$ cat src/rtl/hub75_pkg.sv
// Shared definitions for the HUB75 BCM scan engine: FSM state codes,
// pixel channel field offsets and the bits_for width helper.
package hub75_pkg;

  // FSM state encoding shared by the driver and anything that observes it.
  localparam logic [3:0] ST_IDLE     = 4'd0;
  localparam logic [3:0] ST_ADDR     = 4'd1;
  localparam logic [3:0] ST_LOAD     = 4'd2;
  localparam logic [3:0] ST_CLK_HI   = 4'd3;
  localparam logic [3:0] ST_CLK_LO   = 4'd4;
  localparam logic [3:0] ST_WAIT     = 4'd5;
  localparam logic [3:0] ST_BLANK    = 4'd6;
  localparam logic [3:0] ST_LATCH_HI = 4'd7;
  localparam logic [3:0] ST_LATCH_LO = 4'd8;
  localparam logic [3:0] ST_UNBLANK  = 4'd9;
  localparam logic [3:0] ST_DEAD     = 4'd10;

  // Channel field positions inside a pixel word, in units of COLOR_DEPTH.
  // The pixel is {r,g,b} with r in the most significant field.
  localparam int R_OFS = 2;
  localparam int G_OFS = 1;
  localparam int B_OFS = 0;

  // Number of bits needed to hold the value (at least 1).
  function automatic int bits_for(input int value);
    int width;
    width = 1;
    for (int i = 1; i < 31; i++) begin
      if ((value >> i) != 0) width = i + 1;
    end
    return width;
  endfunction

endpackage

$ cat src/rtl/hub75_bcm_timer.sv
// Show-time down-counter for binary-code modulation. Loading sets the count
// to BASE_TICKS<<plane; it then decrements once per cycle until it reaches 0.
module hub75_bcm_timer
  import hub75_pkg::*;
#(
  parameter int BASE_TICKS  = 8,
  parameter int COLOR_DEPTH = 4,
  parameter int PLANE_BITS  = 2,
  parameter int CNT_BITS    = 7
) (
  input  logic                  i_clock,
  input  logic                  i_reset,
  input  logic                  i_load,
  input  logic [PLANE_BITS-1:0] i_plane,
  output logic                  o_zero
);

  logic [CNT_BITS-1:0] count;

  // Load has priority; otherwise count down to zero and stay there.
  // NOTE: state registers use non-blocking (<=) so every flop samples the
  // values from before the clock edge, independent of statement order.
  always_ff @(posedge i_clock or posedge i_reset) begin
    if (i_reset) begin
      count <= '0;
    end else if (i_load) begin
      count <= CNT_BITS'(BASE_TICKS << i_plane);
    end else if (count != '0) begin
      count <= count - 1'b1;
    end
  end

  assign o_zero = (count == '0);

endmodule

$ cat src/rtl/hub75_bcm_driver.sv
// HUB75 panel scan engine with binary-code-modulation colour depth.
// Fetches both panel halves from a synchronous-read framebuffer, shifts one
// bit-plane per row, latches it and keeps it lit for BASE_TICKS<<plane cycles
// while the next plane is shifted in underneath.
// Optional build macro: HUB75_DEADTIME_EN adds DEADTIME blank cycles after
// every latch/address change to suppress ghosting.
module hub75_bcm_driver
  import hub75_pkg::*;
#(
  parameter  int COLS        = 64,
  parameter  int ROWS        = 64,
  parameter  int COLOR_DEPTH = 4,
  parameter  int BASE_TICKS  = 8,
  parameter  int DEADTIME    = 2,
  localparam int ADDR_BITS   = bits_for(ROWS / 2 - 1),
  localparam int COL_BITS    = bits_for(COLS - 1),
  localparam int PIX_BITS    = 3 * COLOR_DEPTH
) (
  input  logic                          i_clock,
  input  logic                          i_reset,
  input  logic                          i_enable,
  output logic [ADDR_BITS+COL_BITS-1:0] o_fb_addr,
  input  logic [PIX_BITS-1:0]           i_fb_data_0,
  input  logic [PIX_BITS-1:0]           i_fb_data_1,
  output logic                          o_clock,
  output logic                          o_latch,
  output logic                          o_blank,
  output logic [2:0]                    o_rgb_0,
  output logic [2:0]                    o_rgb_1,
  output logic [4:0]                    o_address,
  output logic                          o_frame_done
);

  localparam int PLANE_BITS = bits_for(COLOR_DEPTH - 1);
  localparam int CNT_BITS   = bits_for(BASE_TICKS << (COLOR_DEPTH - 1));

  localparam logic [ADDR_BITS-1:0]  LAST_ROW   = ADDR_BITS'(ROWS / 2 - 1);
  localparam logic [COL_BITS-1:0]   LAST_COL   = COL_BITS'(COLS - 1);
  localparam logic [PLANE_BITS-1:0] LAST_PLANE = PLANE_BITS'(COLOR_DEPTH - 1);

  logic [3:0]            state;
  logic [3:0]            next_state;
  logic [ADDR_BITS-1:0]  row;
  logic [COL_BITS-1:0]   col;
  logic [PLANE_BITS-1:0] plane;
  logic                  show_zero;
  logic                  dead_done;

  // Both halves share one address; the RAM answers one cycle later.
  assign o_fb_addr = {row, col};

  // Select the current plane's bit from each channel, packed as {b,g,r}.
  function automatic logic [2:0] plane_bits(input logic [PIX_BITS-1:0]   pix,
                                            input logic [PLANE_BITS-1:0] pl);
    int idx;
    idx = int'(pl);
    return {pix[B_OFS*COLOR_DEPTH + idx],
            pix[G_OFS*COLOR_DEPTH + idx],
            pix[R_OFS*COLOR_DEPTH + idx]};
  endfunction

  hub75_bcm_timer #(
    .BASE_TICKS (BASE_TICKS),
    .COLOR_DEPTH(COLOR_DEPTH),
    .PLANE_BITS (PLANE_BITS),
    .CNT_BITS   (CNT_BITS)
  ) u_timer (
    .i_clock(i_clock),
    .i_reset(i_reset),
    .i_load (state == ST_UNBLANK),
    .i_plane(plane),
    .o_zero (show_zero)
  );

`ifdef HUB75_DEADTIME_EN
  localparam int DEAD_BITS = bits_for(DEADTIME);

  logic [DEAD_BITS-1:0] dead_cnt;

  // Dead-time counter: armed on entry to DEAD, runs down to zero.
  always_ff @(posedge i_clock or posedge i_reset) begin
    if (i_reset) begin
      dead_cnt <= '0;
    end else if (next_state == ST_DEAD && state != ST_DEAD) begin
      dead_cnt <= DEAD_BITS'(DEADTIME - 1);
    end else if (dead_cnt != '0) begin
      dead_cnt <= dead_cnt - 1'b1;
    end
  end

  assign dead_done = (dead_cnt == '0);
`else
  // Without the dead-time stage the parameter has no effect.
  logic unused_deadtime;
  assign unused_deadtime = (DEADTIME != 0);
  assign dead_done       = 1'b1;
`endif

  // Next-state decode for the shift/latch/show sequence.
  // NOTE: next_state gets a default before the case so no path leaves it
  // unassigned; otherwise synthesis would infer a latch.
  always_comb begin
    next_state = state;
    case (state)
      ST_IDLE:     if (i_enable) next_state = ST_ADDR;
      ST_ADDR:     next_state = ST_LOAD;
      ST_LOAD:     next_state = ST_CLK_HI;
      ST_CLK_HI:   next_state = ST_CLK_LO;
      ST_CLK_LO:   next_state = (col == '0) ? ST_WAIT : ST_ADDR;
      ST_WAIT:     if (show_zero) next_state = ST_BLANK;
      ST_BLANK:    next_state = ST_LATCH_HI;
      ST_LATCH_HI: next_state = ST_LATCH_LO;
`ifdef HUB75_DEADTIME_EN
      ST_LATCH_LO: next_state = ST_DEAD;
      ST_DEAD:     if (dead_done) next_state = ST_UNBLANK;
`else
      ST_LATCH_LO: next_state = ST_UNBLANK;
`endif
      ST_UNBLANK:  next_state = i_enable ? ST_ADDR : ST_IDLE;
      default:     next_state = ST_IDLE;
    endcase
  end

  // State, counters and registered panel outputs. Outputs are decoded from
  // next_state so each one is valid during the state that owns it.
  // NOTE: reset is asynchronous, so a reset mid-shift or mid-show drops the
  // panel to dark and idle without waiting for a clock edge.
  always_ff @(posedge i_clock or posedge i_reset) begin
    if (i_reset) begin
      state        <= ST_IDLE;
      row          <= '0;
      col          <= '0;
      plane        <= '0;
      o_clock      <= 1'b0;
      o_latch      <= 1'b0;
      o_blank      <= 1'b1;
      o_rgb_0      <= 3'b000;
      o_rgb_1      <= 3'b000;
      o_address    <= 5'd0;
      o_frame_done <= 1'b0;
    end else begin
      state        <= next_state;
      o_clock      <= (next_state == ST_CLK_HI);
      o_latch      <= (next_state == ST_LATCH_HI);
      o_frame_done <= (state == ST_UNBLANK) && (plane == LAST_PLANE) && (row == LAST_ROW);

      // Each new row/plane shift starts at the far column.
      if (next_state == ST_ADDR && (state == ST_IDLE || state == ST_UNBLANK)) begin
        col <= LAST_COL;
      end else if (state == ST_CLK_LO && col != '0) begin
        col <= col - 1'b1;
      end

      if (state == ST_LOAD) begin
        o_rgb_0 <= plane_bits(i_fb_data_0, plane);
        o_rgb_1 <= plane_bits(i_fb_data_1, plane);
      end

      if (next_state == ST_LATCH_HI) begin
        o_address <= 5'(row);
      end

      // The previous plane stays lit while shifting; dark only around the
      // latch, and in IDLE once the last plane's show time has run out.
      if (next_state == ST_BLANK) begin
        o_blank <= 1'b1;
      end else if (next_state == ST_UNBLANK) begin
        o_blank <= 1'b0;
      end else if (state == ST_IDLE && show_zero) begin
        o_blank <= 1'b1;
      end

      if (state == ST_UNBLANK) begin
        if (plane == LAST_PLANE) begin
          plane <= '0;
          row   <= (row == LAST_ROW) ? '0 : row + 1'b1;
        end else begin
          plane <= plane + 1'b1;
        end
      end
    end
  end

endmodule

$ cat config.mk
export PLATFORM = sky130hd
export DESIGN_NAME = hub75_bcm_driver
export DESIGN_NICKNAME = d
export VERILOG_FILES = /design/src/rtl/hub75_pkg.sv /design/src/rtl/hub75_bcm_timer.sv /design/src/rtl/hub75_bcm_driver.sv
export SDC_FILE = /design/constraint.sdc
export NUM_CORES = 1
export LEC_CHECK = 0
export CAP_MARGIN = 15
export CORE_MARGIN = 4
export CORE_UTILIZATION = 42
export CTS_CLUSTER_DIAMETER = 50
export DETAILED_ROUTE_END_ITERATION = 10
export GPL_TIMING_DRIVEN = 0
export PLACE_DENSITY_LB_ADDON = 0.25
export SYNTH_ARGS = -nofsm -noshare
export SYNTH_HDL_FRONTEND = slang
export SYNTH_SLANG_ARGS = --single-unit
export TNS_END_PERCENT = 10
$ cat constraint.sdc
create_clock -name i_clock -period 5.08 [get_ports i_clock]
set_clock_uncertainty 0.2 [all_clocks]
set_input_delay 0.508 -clock i_clock [delete_from_list [all_inputs] [get_ports i_clock]]
set_output_delay 0.508 -clock i_clock [all_outputs]
set_load 0.05 [all_outputs]
==> metrics <==
Die W about 78 um; number of flops mapped to enable cells by yosys 0; initial antenna violation count 0; Hold Path End o_address[4]; wire length of the first global-routing pass 6.96 mm; total CTS buffers 5; CTS root buf clkbuf_8; Port Buffers 52; drt wl/cell 13.1 um; Fillers 419; die footprint slightly above 0.006 mm2; # rows 25; leakage approximately 1.2 nW; Netlist cell types 44; worst reg2reg startpoint plane[0]; most common cell after layout, fill and taps aside clkdlybuf4s50_1; CTS tree yes; Gate Count Post-Synth 179; Ports between 50 and 60; DRT iter0 DRCs between 70 and 80; status finished, final reports clean; GRT Total Usage between 10 and 15%; total number of vias roughly 1.6k; RSZ-0062 raised after global routing no; reg2reg path depth 3; CP max stage delay roughly 800 ps; most frequent cells in the layout 52 x clkdlybuf4s50_1, 38 x dfrtp_1, 13 x nand2_1, 13 x mux2_2, 11 x nor2_1; Min Clock Period, post-route approximately 2300 ps; synthesis-to-layout area growth 33.2%; Crit path buffers/inverters 1; number of global-route vias before repair 1569; Worst path top cell family by delay buffers and inverters; Max-Cap Viols 0; Post-CTS Setup Bufs 0; Initial Util about 43%; Crit Path Max Fanout 3; Yosys reg bits 39; CP Class register to output port; Core Util, Final about 58%; DP HPWL 2.99 mm; hold-fix buffer count after cts 0; Synth async-reset ratio 100%; vias per cell 5.08; reg-to-reg endpoint o_rgb_0[1]; Routed Wire Length approximately 4 mm; Skew-Pair Late Insertion Delay 290 ps; GRT overflow 0; Syn. warnings 0; Cell Pwr Density just over 200 mW/mm2; CORE AREA approximately 0.0048 mm2; Post-Place Cells between 200 and 300; period utilisation layout between 40 and 50%; layout cells sized above 1 15.5%; Min-Delay Startpoint o_address[4]; Die Ht around 78 um; hold_ws 309 ps; mapped cell area 0.00206 mm2; hold path depth 1; CP Capture Type output port; clock sink count 39; antenna cells 0; H-tree depth 2; worst-path cell with the longest stage delay clkdlybuf4s50_1; sequential share of the synthesized area a little under half; Slew Limit Fails 0; crit path cell chain clkdlybuf4s50_1; DRT antenna net count 0; ys flop type dfrtp_1; crit start category register; syn avg cell area 11.5 um2; Placer Congestion 0.742; clk buf depth 2; worst-margin pin slew 798 ps; post-CTS sizing 0; Fmax 0.427 GHz; setup_tns 0 ps; flop2flop setup slack about 3000 ps; drt first pass iters 4; endpoints failing setup 0; syn nets between 200 and 250; Crit path required time ~4400 ps; detailed-route DRC error count 0; Worst path depth 1; worst hold path class register to register; pin count of the biggest net entering global routing 40; final cell count without fillers 306; final hold vios 0; Reg clk slew, reported paths around 70 ps; nets 275; Worst VDD drop around 0.00012 V; Worst EP arrival around 1600 ps; max_slew headroom roughly 47%
==> how the worst max path moves through the flow <==
stage               slack (ps)  startpoint          to
global route              2690     o_blank     o_blank
CTS                       2720     o_blank     o_blank
global placement          2610     i_reset      col[2]
detailed placement        3040    plane[0]  o_rgb_0[2]
floorplan                 2970      row[0]      row[2]
finish                    2740     o_blank     o_blank
==> sequential cells by signal, indices dropped and copies added (netlist names) <==
| signal | flops |
|---|---|
| state | 4 |
| plane | 2 |
| o_address | 5 |
| o_clock | 1 |
| o_frame_done | 1 |
| o_rgb_1 | 3 |
| o_latch | 1 |
| o_rgb_0 | 3 |
| u_timer.count | 7 |
| row | 5 |
| col | 6 |
| o_blank | 1 |
==> through the flow <==
step                instance area (um2)  power [mW]  setup WS, ps
floorplan                          2060       0.339          2970
global placement                   2670       0.366          2610
detailed placement                 2670       0.366          3040
CTS                                2750       0.568          2720
global route                       2750       0.581          2690
finish                             2750       0.559          2740
==> final cells by class <==
type / instances / area [um2] / share of cell area, %
timing repair buffer: 52 / 520 / 18.9
multi-input combinational: 122 / 1000 / 36.4
clock buffer: 7 / 76.3 / 2.78
inverter: 10 / 37.5 / 1.37
sequential: 39 / 977 / 35.5
clock inverter: 1 / 5.00 / 0.182
tap: 67 / 83.8 / 3.05
buffer: 8 / 48.8 / 1.78
==> kinds of logic after synthesis <==
logic type,count (synthesis),share of synthesized area [%]
AO/OA/AOI/OAI,29,9.34
XOR/XNOR,9,3.82
adder cells (fa/ha/maj),10,6.06
buffers and inverters,18,4.18
flip-flops,39,47.4
multiplexers,21,14.6
AND/OR/NAND/NOR,53,14.6
==> routing by layer <==
layer / vias to the layer above / wire length [um] / GRT usage [%]
met5: - / 0 / 0
met2: 47 / 1940 / 25.3
li1: 753 / - / -
met4: 0 / 52 / 4.20
met1: 750 / 1700 / 16.0
met3: 6 / 326 / 5.28
==> cells in the mapped netlist, drive strengths merged, types with 2 or more instances <==
cell / count / area (um2)
a211oi: 2 / 15.0
a21oi: 7 / 35.0
a22o: 2 / 17.5
and3: 3 / 18.8
buf: 4 / 33.8
clkbuf: 4 / 15.0
dfrtp: 38 / 951
ha: 10 / 125
inv: 10 / 37.5
mux2: 13 / 146
mux2i: 2 / 20.0
mux4: 6 / 135
nand2: 14 / 60.1
nand2b: 2 / 12.5
nand3: 3 / 15.0
nor2: 12 / 47.6
nor2b: 4 / 25.0
nor3: 5 / 30.0
nor4: 2 / 12.5
nor4b: 2 / 30.0
o211ai: 2 / 15.0
o21ai: 6 / 30.0
o31ai: 2 / 15.0
xnor2: 3 / 26.3
xor2: 6 / 52.6
==> power breakdown <==
part / total (mW) / internal [mW] / switching [mW]
Clock: 0.199 / 0.0964 / 0.103
Sequential: 0.314 / 0.313 / 0.00126
Combinational: 0.0455 / 0.0261 / 0.0194
Total: 0.559 / 0.435 / 0.124
Power figures use the tool's default switching activity.
